==> src/rtl/tri_bus_arbiter.sv <==
// rtl/tri_bus_arbiter.sv - round-robin arbiter for a 4-requester shared tri-state bus
module tri_bus_arbiter #(
    parameter int MAX_HOLD = 8
) (
    input  logic       clk,
    input  logic       rst,
    input  logic [3:0] req,
    output logic [3:0] grant,
    output logic [3:0] bus_en,
    output logic [1:0] owner,
    output logic       busy
);

    localparam int HW = $clog2(MAX_HOLD + 1);
    localparam logic [HW-1:0] HOLD_MAX = HW'(MAX_HOLD);

    typedef enum logic [1:0] {
        IDLE,
        GRANT,
        TURN
    } state_t;

    state_t        state;
    logic [HW-1:0] hold_cnt;
    logic [1:0]    last_owner;
    logic [1:0]    winner;
    logic [1:0]    idx;
    logic          found;
    logic          release_bus;

    // Search begins just past the previous owner, so the last holder ranks lowest.
    always_comb begin
        winner = '0;
        idx    = '0;
        found  = 1'b0;
        for (int i = 1; i <= 4; i++) begin
            idx = last_owner + 2'(i);
            if (!found && req[idx]) begin
                winner = idx;
                found  = 1'b1;
            end
        end
    end

    assign release_bus = !req[owner] || (hold_cnt == HOLD_MAX);

    always_ff @(posedge clk) begin
        if (rst) begin
            state      <= IDLE;
            grant      <= '0;
            bus_en     <= '0;
            owner      <= '0;
            busy       <= 1'b0;
            hold_cnt   <= '0;
            last_owner <= 2'd3;
        end else begin
            case (state)
                IDLE, TURN: begin
                    if (|req) begin
                        state      <= GRANT;
                        grant      <= 4'b0001 << winner;
                        bus_en     <= 4'b0001 << winner;
                        owner      <= winner;
                        busy       <= 1'b1;
                        last_owner <= winner;
                        hold_cnt   <= HW'(1);
                    end else begin
                        state  <= IDLE;
                        grant  <= '0;
                        bus_en <= '0;
                        owner  <= '0;
                        busy   <= 1'b0;
                    end
                end
                GRANT: begin
                    // Every release passes through TURN so enables never touch in adjacent cycles.
                    if (release_bus) begin
                        state    <= TURN;
                        grant    <= '0;
                        bus_en   <= '0;
                        owner    <= '0;
                        busy     <= 1'b0;
                        hold_cnt <= '0;
                    end else if (hold_cnt != HOLD_MAX) begin
                        hold_cnt <= hold_cnt + 1'b1;
                    end
                end
                default: begin
                    state  <= IDLE;
                    grant  <= '0;
                    bus_en <= '0;
                    owner  <= '0;
                    busy   <= 1'b0;
                end
            endcase
        end
    end

endmodule

==> config.mk <==
export PLATFORM = sky130hd
export DESIGN_NAME = tri_bus_arbiter
export DESIGN_NICKNAME = d
export VERILOG_FILES = /design/src/rtl/tri_bus_arbiter.sv
export SDC_FILE = /design/constraint.sdc
export NUM_CORES = 1
export LEC_CHECK = 0
export ABC_AREA = 1
export ABC_CLOCK_PERIOD_IN_PS = 1800
export CAP_MARGIN = 10
export CORE_UTILIZATION = 30
export DETAILED_ROUTE_END_ITERATION = 7
export PLACE_DENSITY = 0.57
export REMOVE_ABC_BUFFERS = 1
export SLEW_MARGIN = 20
export SYNTH_ARGS = -nofsm -noshare
export SYNTH_HDL_FRONTEND = slang
export SYNTH_SLANG_ARGS = --single-unit
==> constraint.sdc <==
create_clock -name clk -period 1.8 [get_ports clk]
set_clock_uncertainty 0.05 [all_clocks]
set_input_delay 0.18 -clock clk [delete_from_list [all_inputs] [get_ports clk]]
set_output_delay 0.18 -clock clk [all_outputs]
set_load 0.02 [all_outputs]
==> impl_metrics.json <==
{
  "setup_violations": 0,
  "die_w_um": 60.5,
  "grt_max_degree": 13,
  "ys_warn_count": 0,
  "swShare_pct": 48.9,
  "drive_above_1_share_pct": 23.8,
  "synth.area.mux_share_pct": 0,
  "seq_area_frac_synth_pct": 29.3,
  "period_share_pct": 87.3,
  "ioPinCount": 17,
  "fillers": 348,
  "grt_usage_pct": 12.5,
  "place_inst": 200,
  "relSlewSlack_pct": 81.1,
  "maxCapViolCount": 0,
  "ys_ff_latch": 15,
  "outcome": "completed",
  "grt_antenna_before_repair": 0,
  "dr.pass1.iters": 4,
  "yosys.cell_types.count": 28,
  "synthArstFlopShare_pct": 0,
  "synthMostInstantiatedCell": "nand2_1",
  "area_growth_pct": 21.3,
  "seq_area_um2": 302,
  "ys.flop_type": "dfxtp_1",
  "synth_xor_area_share_pct": 1.71,
  "yosys.area_share.simple_pct": 42.8,
  "multiInputGateArea_um2": 594,
  "numCtsBuffers": 3,
  "synthCells": 142,
  "synth_edf_count": 0,
  "clkPwrFrac_pct": 9.4,
  "clk_pin_slew_ps": 90,
  "slowest_delay_ps": 450,
  "clock-sinks": 15,
  "rsz0062_at_grt": "no",
  "synth_area_leader_cell": "dfxtp_1",
  "endpoint_kind": "register",
  "dp_hpwl_um": 1680,
  "io_buffers": 16,
  "viasPerCell": 4.51,
  "row_count": 20,
  "placed_cell_area_um2": 1210,
  "synth-compound-area-share_pct": 10.0,
  "drtIter0Drc": 19,
  "drt_wl_total_um": 2080,
  "cts_max_level": 1,
  "crit_fanout": 8,
  "r2r-start": "last_owner[0]",
  "p_sw_mw": 1.00,
  "start_util_pct": 32.5,
  "syn_area_um2": 1030,
  "cts_tree": "done",
  "ant_nets": 0,
  "die_area_um2": 3660,
  "grt_pass1_vias": 822,
  "core-area_um2": 3150,
  "cts_hold_buf": 0,
  "final_nets": 169,
  "max_freq_mhz": 636,
  "synth_area_leaders": "dfxtp_1 29%, nand2_1 12%, nand2_2 7.9%, nand2_4 5.5%, nand3_1 5.4%",
  "syn_area_per_cell_um2": 7.23,
  "p_leak_nw": 0.563,
  "synth_top_family_by_area": "simple AND/OR/NAND/NOR gates",
  "crit_arrival_ps": 1740,
  "power_per_cell_area_nw_per_um2": 1650,
  "instances_no_fill": 204,
  "synth_top_area_share_pct": 29.3,
  "worst-setup-path-type": "register to register",
  "via_count": 921,
  "hold_viol_final": 0,
  "internal_power_mw": 1.05,
  "startpoint": "last_owner[0]",
  "min_period_ps": 1570,
  "cp_cell_sequence": "buf_4, nand2_1, nand2_2, nand3_1, nand2_2, nand3b_1, nand2_1, nor2_2, nand3_1, a21oi_1",
  "synthTopCellsByCount": "34 x nand2_1, 15 x dfxtp_1, 13 x nand2_2, 12 x inv_1, 11 x nand3_1",
  "slew_viol_final": 0,
  "fin_area_um2": 1240,
  "insertion_delay_ps": 280,
  "yosys.area_share.adder_pct": 2.44,
  "p_seq_share_pct": 26.1,
  "drc": 0,
  "critPathRequiredTime_ps": 1970,
  "hp-start": "busy",
  "total_power_mw": 2.05,
  "n_antenna_cell": 0,
  "die_y_um": 60.5,
  "wl_per_cell_um": 10.2,
  "peakVddDrop_uv": 585,
  "hp-class": "register to register",
  "grt_first_pass_wirelength_um": 3480,
  "final_util_pct": 39.5,
  "gp_congestion": 0.747,
  "worst_pin_slew_ps": 281,
  "clock_path_buffers": 2,
  "cp-start-kind": "register",
  "cts_root_buffer": "clkbuf_4",
  "slowest_stage": "dfxtp_2",
  "combPwrFrac_pct": 64.6,
  "grt_remaining_overflow": 0
}
[worst max-delay path: cells and delay by family, from the launching register on]
kind,cells,cell delay [ps]
compound gates,1,120
buf+inv,1,150
flops,1,450
simple gates,8,750
[routing by layer]
layer | vias up | global-route usage [%] | share of wire (%)
met2 | 13 | 21.8 | 51
met4 | 0 | 3.90 | 0.86
met3 | 2 | 1.92 | 2.5
met5 | - | 0 | 0
li1 | 489 | - | -
met1 | 417 | 15.9 | 46
[logic make-up after synthesis]
family	after synthesis
fa+ha+maj	2
buf+inv	23
simple gates	82
compound gates	18
flops	15
xor+xnor	2
[per-stage QoR]
step	TNS [ps]	setup WS [ps]	hold slack, ps
floorplan	0	241	199
global placement	-30.2	-29.2	408
detailed placement	-176	-67.7	408
CTS	0	70.9	431
global route	0	36.9	464
finish	0	229	426
[cell type report]
type,count,area share [%]
multi-input cells,104,47.7
repair buffers,22,16.5
well taps,44,4.42
clock inverters,1,0.402
inverters,15,4.92
flip-flops and latches,15,24.2
clock buffers,3,1.81
[placed cells by master (no fill, tap or decap), types with 5 or more instances in the layout]
| cell | count |
|---|---|
| nor2_1 | 6 |
| inv_1 | 12 |
| nand2_2 | 13 |
| nand4_1 | 5 |
| a21oi_1 | 9 |
| nand2_1 | 34 |
| dfxtp_1 | 14 |
| nand3_1 | 11 |
| clkdlybuf4s50_1 | 16 |
| buf_4 | 6 |
| nand2_4 | 5 |
[registers in the layout, indices dropped and copies added, names as in the netlist]
signal and cells:
bus_en 4, last_owner 2, busy 1, owner 2, hold_cnt 4, state 2
[power groups by stage]
| stage | Sequential [mW] | Combinational, mW | Clock [mW] |
|---|---|---|---|
| 2_1_floorplan | 0.655 | 0.778 | 0 |
| 3_3_place_gp | 0.537 | 1.31 | 0 |
| 3_5_place_dp | 0.540 | 1.33 | 0 |
| 4_1_cts | 0.533 | 1.34 | 0.194 |
| 5_1_grt | 0.557 | 1.46 | 0.208 |
| 6_report | 0.535 | 1.33 | 0.192 |
[final timing paths]
path,to,slack (ps),cells after the start
hold reg to reg,busy,430,1
setup reg to reg,bus_en[0],230,10
hold / removal,busy,430,1
setup / recovery,bus_en[0],230,10
[repair_timing]
item,CTS,global route
setup endpoints to repair,0,8
setup buffers,0,0
resized for setup,0,3
(Power assumes the default switching activity.)
